`config.mk`:
```
export PLATFORM = sky130hd
export DESIGN_NAME = switch_debounce_flat
export DESIGN_NICKNAME = d
export VERILOG_FILES = /design/src/rtl/switch_debounce_pkg.sv /design/src/rtl/switch_debounce_if.sv /design/src/rtl/switch_debounce_bit.sv /design/src/rtl/switch_debounce.sv /design/src/flat_wrapper.sv
export SDC_FILE = /design/constraint.sdc
export NUM_CORES = 1
export LEC_CHECK = 0
export BUFFER_PORTS_ARGS = -buffer_cell sky130_fd_sc_hd__buf_2
export CAP_MARGIN = 40
export CORE_ASPECT_RATIO = 1.5
export CORE_MARGIN = 5
export CORE_UTILIZATION = 55
export DETAILED_ROUTE_END_ITERATION = 8
export HOLD_SLACK_MARGIN = 0.12
export PLACE_DENSITY = 0.79
export SYNTH_ARGS = -nofsm -noshare
export SYNTH_HDL_FRONTEND = slang
export SYNTH_SLANG_ARGS = --single-unit
```
`constraint.sdc`:
```
create_clock -name clock100 -period 2 [get_ports clock100]
set_input_delay 0.4 -clock clock100 [delete_from_list [all_inputs] [get_ports clock100]]
set_output_delay 0.4 -clock clock100 [all_outputs]
set_load 0.05 [all_outputs]
```
`src/rtl/switch_debounce_pkg.sv`:
```
// Shared switch I/O constants for the debouncer and its bench.
// Feature macro used by the design: SWITCH_DEBOUNCE_EN.
package sw_io_pkg;

    localparam int SW_WIDTH                = 16;
    localparam int DEBOUNCE_CYCLES_DEFAULT = 250000;
    localparam int SIM_DEBOUNCE_CYCLES     = 4;

    // Counter width able to hold 0..cycles.
    function automatic int cnt_width(input int cycles);
        return (cycles < 1) ? 1 : $clog2(cycles + 1);
    endfunction

endpackage

```
`src/rtl/switch_debounce_if.sv`:
```
// Switch bus between board pins and the debouncer.
// Feature macro used by the design: SWITCH_DEBOUNCE_EN.
interface switch_debounce_if #(
    parameter int WIDTH = sw_io_pkg::SW_WIDTH
);

    logic [WIDTH-1:0] sw_raw;
    logic [WIDTH-1:0] sw_stable;
    logic [WIDTH-1:0] sw_rise;
    logic [WIDTH-1:0] sw_fall;
    logic             sw_changed;

    modport master (
        output sw_raw,
        input  sw_stable,
        input  sw_rise,
        input  sw_fall,
        input  sw_changed
    );

    modport slave (
        input  sw_raw,
        output sw_stable,
        output sw_rise,
        output sw_fall,
        output sw_changed
    );

endinterface

```
`src/rtl/switch_debounce_bit.sv`:
```
// One switch bit: two-flop synchronizer, acceptance counter and edge pulses.
// SWITCH_DEBOUNCE_EN defined keeps the counter; undefined passes sync2 straight through.
module debounce_bit
    import sw_io_pkg::*;
#(
    parameter int DEBOUNCE_CYCLES = DEBOUNCE_CYCLES_DEFAULT
) (
    input  logic clock100,
    input  logic reset,
    input  logic raw,
    output logic stable,
    output logic rise,
    output logic fall
);

    if (DEBOUNCE_CYCLES < 1 || DEBOUNCE_CYCLES > 24'hFF_FFFF) begin : g_bad_cycles
        $error("debounce_bit: DEBOUNCE_CYCLES out of range 1..2^24-1");
    end

    logic sync1;
    logic sync2;

    always_ff @(posedge clock100) begin
        if (reset) begin
            sync1 <= 1'b0;
            sync2 <= 1'b0;
        end else begin
            sync1 <= raw;
            sync2 <= sync1;
        end
    end

`ifdef SWITCH_DEBOUNCE_EN
    localparam int            CW   = cnt_width(DEBOUNCE_CYCLES);
    localparam logic [CW-1:0] TERM = CW'(DEBOUNCE_CYCLES - 1);

    logic [CW-1:0] count;

    // Count only tops out at TERM, where it is cleared, so it cannot wrap.
    always_ff @(posedge clock100) begin
        if (reset) begin
            count  <= '0;
            stable <= 1'b0;
            rise   <= 1'b0;
            fall   <= 1'b0;
        end else begin
            rise <= 1'b0;
            fall <= 1'b0;
            if (sync2 == stable) begin
                count <= '0;
            end else if (count == TERM) begin
                count  <= '0;
                stable <= sync2;
                rise   <= sync2;
                fall   <= ~sync2;
            end else begin
                count <= count + CW'(1);
            end
        end
    end
`else
    always_ff @(posedge clock100) begin
        if (reset) begin
            stable <= 1'b0;
            rise   <= 1'b0;
            fall   <= 1'b0;
        end else begin
            stable <= sync2;
            rise   <= sync2 & ~stable;
            fall   <= ~sync2 & stable;
        end
    end
`endif

endmodule

```
`src/rtl/switch_debounce.sv`:
```
// Debounces WIDTH board switches independently and flags any accepted change.
// Feature macro: SWITCH_DEBOUNCE_EN (counter-based debounce when defined).
module switch_debounce
    import sw_io_pkg::*;
#(
    parameter int WIDTH           = SW_WIDTH,
    parameter int DEBOUNCE_CYCLES = DEBOUNCE_CYCLES_DEFAULT
) (
    input  logic              clock100,
    input  logic              reset,
    switch_debounce_if.slave  sw
);

    logic [WIDTH-1:0] stable;
    logic [WIDTH-1:0] rise;
    logic [WIDTH-1:0] fall;

    for (genvar i = 0; i < WIDTH; i++) begin : g_bit
        debounce_bit #(
            .DEBOUNCE_CYCLES (DEBOUNCE_CYCLES)
        ) u_bit (
            .clock100 (clock100),
            .reset    (reset),
            .raw      (sw.sw_raw[i]),
            .stable   (stable[i]),
            .rise     (rise[i]),
            .fall     (fall[i])
        );
    end

    assign sw.sw_stable  = stable;
    assign sw.sw_rise    = rise;
    assign sw.sw_fall    = fall;
    // Per-bit pulses are already registered, so the OR is a clean single pulse.
    assign sw.sw_changed = |(rise | fall);

endmodule

```
`src/flat_wrapper.sv`:
```
// flat-port wrapper written by rule: the top's interface ports become plain ports
module switch_debounce_flat import sw_io_pkg::*;
#(
    parameter int WIDTH           = SW_WIDTH,
    parameter int DEBOUNCE_CYCLES = DEBOUNCE_CYCLES_DEFAULT
)
  (clock100, reset, sw_sw_raw, sw_sw_stable, sw_sw_rise, sw_sw_fall, sw_sw_changed);
  switch_debounce_if #(.WIDTH(WIDTH)) sw_i ();
  input  logic clock100;
  input  logic reset;
  input wire logic [$bits(sw_i.sw_raw)-1:0] sw_sw_raw;
  output wire logic [$bits(sw_i.sw_stable)-1:0] sw_sw_stable;
  output wire logic [$bits(sw_i.sw_rise)-1:0] sw_sw_rise;
  output wire logic [$bits(sw_i.sw_fall)-1:0] sw_sw_fall;
  output wire logic [$bits(sw_i.sw_changed)-1:0] sw_sw_changed;
  assign sw_i.sw_raw = sw_sw_raw;
  assign sw_sw_stable = sw_i.sw_stable;
  assign sw_sw_rise = sw_i.sw_rise;
  assign sw_sw_fall = sw_i.sw_fall;
  assign sw_sw_changed = sw_i.sw_changed;
  switch_debounce #(.WIDTH(WIDTH), .DEBOUNCE_CYCLES(DEBOUNCE_CYCLES)) u_core (.clock100(clock100), .reset(reset), .sw(sw_i));
endmodule
```
==> impl_metrics.csv <==
group,metric,value,unit
run_status,outcome,"complete, no violations",
synth,syn_nets,243,
clocking,cts_max_path_buffers,2,
hold_path,min_path_type,"input port to register",
synth,ys_top_cells_by_count,"dfxtp_1 (80), nor2b_1 (51), buf_4 (50), nor3b_1 (16)",
setup_path,path_class,"register to output pin",
setup_path,endpoint_kind,"output pin",
route,drcViolationCount,0,
synth,synth_edf_count,0,
floorplanning,fp.dieW,66.5,um
clocking,cts_tree,"built",
setup_path,start_kind,"register",
synth,yosysSeqAreaShare,60.7,%
synth,synth_area,2640,um^2
power_and_ir_drop,switching_share,23.2,%
sta,slew_viol_final,0,
sta,hold_viol,0,
setup_path,critPathBufInv,1,
synth,yosysTopAreaCell,"dfxtp_1",
setup_path,critical_path.max_stage_delay,0.31,ns
floorplanning,coreArea,4730,um^2
power_and_ir_drop,leakage,1.31,nW
sta,relSlewSlack,81.5,%
synth,synth_area_per_cell,11.7,um^2
place,io_buffers,66,
synth,synth_cell_type_count,10,
setup_path,cp_max_fo,2,
route,drt_iter0_markers,49,
clocking,clk_pin_slew,0.07,ns
power_and_ir_drop,clkPwrFrac,33.0,%
global_route,global_route.usage.total,12.4,%
synth,synthCells,225,
synth,synthFlopType,"dfxtp_1",
power_and_ir_drop,p_comb_share,7.7,%
global_route,grt_use_met3,3.93,%
global_route,grt_max_degree,65,
synth,synth.most_common_cell,"dfxtp_1",
sta,period_share,94.8,%
global_route,antenna_found_initial,0,
sta,fmax,528,MHz
global_route,grt_overflow,0,
power_and_ir_drop,powerDensity,990,nW/um^2
route,vias,1367,
layout,area_delta_synth_final,7.59,%
synth,yosys-top-cells-area,"dfxtp_1 (61%), buf_4 (14%), nor2b_1 (12%)",
clocking,cts_max_level,3,
floorplanning,io_pins,67,
synth,synth_top_area_share,60.7,%
route,post_drt_wl_per_cell,11.2,um
route,postRouteAntennaNets,0,
setup_path,cp_data_required_time,1.60,ns
setup_path,crit_family,"simple AND/OR/NAND/NOR gates",
sta,tightest_slew,0.278,ns
place,gp_congestion,0.666,
sta,finalClockSkew,0.00690,ns
synth,ys_seq_elements,80,
layout,insertedDiodeCount,0,
route,vias_per_cell,4.29,
sta,rsz0062_at_grt,"no",
global_route,grt_pass1_vias,1290,
route,wl,3.57,mm
synth,async_flop_share,0,%
setup_path,crit_chain,"nor4_1 -> nand4_1 -> or2_1 -> buf_4",
clocking,worstSkewPairLatency,0.33,ns
floorplanning,die-area,6310,um^2
floorplanning,start_util,55.7,%
layout,seq_area,1600,um^2
setup_path,slowest_stage,"dfxtp_1",
clocking,cts_inserted_buffers,9,
global_route,met2_usage,20.1,%
power_and_ir_drop,intPower,2.16,mW
sta,whs,0.274,ns
clocking,postCtsSetupBuffers,0,
sta,fin_tns_setup,0,ns
global_route,busiest_layer,"met2",
clocking,cts_root_buf,"clkbuf_8",
clocking,clkSinkCount,80,
synth,yosysWarnings,0,
sta,setup-violations-final,0,
floorplanning,die_h,94.8,um
layout,fill_cells,443,
layout,layout-drive-gt1-share,36.8,%
route,first_pass_iters,3,
run,drv_cap,0,
power_and_ir_drop,switching_power,0.653,mW
power_and_ir_drop,power_frac_seq,59.3,%
layout,multi_input_area,647,um^2
global_route,use_met1,13.5,%
layout,fin_nets,267,
setup_path,r2r_setup_slack,1.26,ns
sta,layout_min_cycle_time,1.90,ns
clocking,cts_hold_buf,0,
floorplanning,row_count,31,
power_and_ir_drop,ir_drop,0.000439,V
setup_path,cp.arrival,1.50,ns
place,dp_hpwl,2.54,mm
global_route,grt_pass1_wl,5.73,mm
## power by group through the flow
stage                     clock network (mW)  logic [mW]  registers, mW
after global placement                     0       0.213           1.70
after CTS                              0.959       0.217           1.67
after global routing                    1.02       0.231           1.67
final                                  0.928       0.216           1.67
after floorplan                            0       0.198           1.70
after detailed placement                   0       0.215           1.70
## metal layers
metal,vias up,wire (um)
li1,715,-
met1,601,1470
met2,43,1770
met3,8,244
met4,0,92
met5,-,0
## per-stage QoR
| step | cells | area, um^2 | setup slack, ns | util (%) | power (mW) |
|---|---|---|---|---|---|
| 3_5_place_dp | 304 | 2650 | 0.326 | 56.0 | 1.92 |
| 2_1_floorplan | 225 | 2640 | 0.542 | - | 1.89 |
| 4_1_cts | 319 | 2830 | 0.00590 | 59.8 | 2.84 |
| 6_report | 319 | 2840 | 0.105 | 60.0 | 2.81 |
| 3_3_place_gp | 304 | 2650 | 0.345 | 56.0 | 1.91 |
| 5_1_grt | 319 | 2840 | 0.0163 | 60.0 | 2.93 |
## worst register-to-register path: cells and delay by family, from the launching register on
kind / cells / cell delay [ns]
DFF: 1 / 0.33
and+or+nand+nor: 2 / 0.34
## state kept, by name (all words and copies together), names as in the netlist
register and count:
u_core.g_bit.u_bit.sync1 16, u_core.g_bit.u_bit.rise 16, u_core.g_bit.u_bit.fall 16, u_core.g_bit.u_bit.sync2 16, u_core.g_bit.u_bit.stable 16
## cell families after synthesis
group                  after synthesis  share of synthesized area (%)
and+or+nand+nor                     91                           23.3
buffers and inverters               54                           15.9
DFF                                 80                           60.7
## worst paths after layout
check                                                              from                                     end  depth (start not counted)
worst max register to register   u_core.g_bit[4].u_bit.sync2$_SDFF_PP0_   u_core.g_bit[4].u_bit.rise$_SDFF_PP0_                          2
worst min register to register  u_core.g_bit[10].u_bit.sync2$_SDFF_PP0_  u_core.g_bit[10].u_bit.fall$_SDFF_PP0_                          1
worst max-delay path              u_core.g_bit[8].u_bit.rise$_SDFF_PP0_                           sw_sw_changed                          4
worst min-delay path                                       sw_sw_raw[4]  u_core.g_bit[4].u_bit.sync1$_SDFF_PP0_                          2
## area by class of cell
| class | instances | area share (%) |
|---|---|---|
| Sequential cell | 80 | 56.4 |
| Multi-Input combinational cell | 91 | 22.8 |
| Timing Repair Buffer | 67 | 12.4 |
| Clock buffer | 11 | 4.63 |
| Tap cell | 66 | 2.91 |
| Clock inverter | 4 | 0.794 |
## placed cells by master (no fill, tap or decap), types with 2 or more instances in the layout
cell	n
nor2b_2	8
dfxtp_1	80
nand4_1	2
nor2b_1	51
clkinv_2	3
nor4_1	3
and2b_1	5
nor4_2	5
buf_2	65
clkbuf_1	2
nor3b_1	16
clkbuf_8	9
## repair_timing
| action | CTS | global route |
|---|---|---|
| pin swaps | 0 | 3 |
| setup endpoints to repair | 1 | 1 |
| resized for setup | 4 | 3 |
| gates cloned | 0 | 0 |
Power figures use the tool's default switching activity.
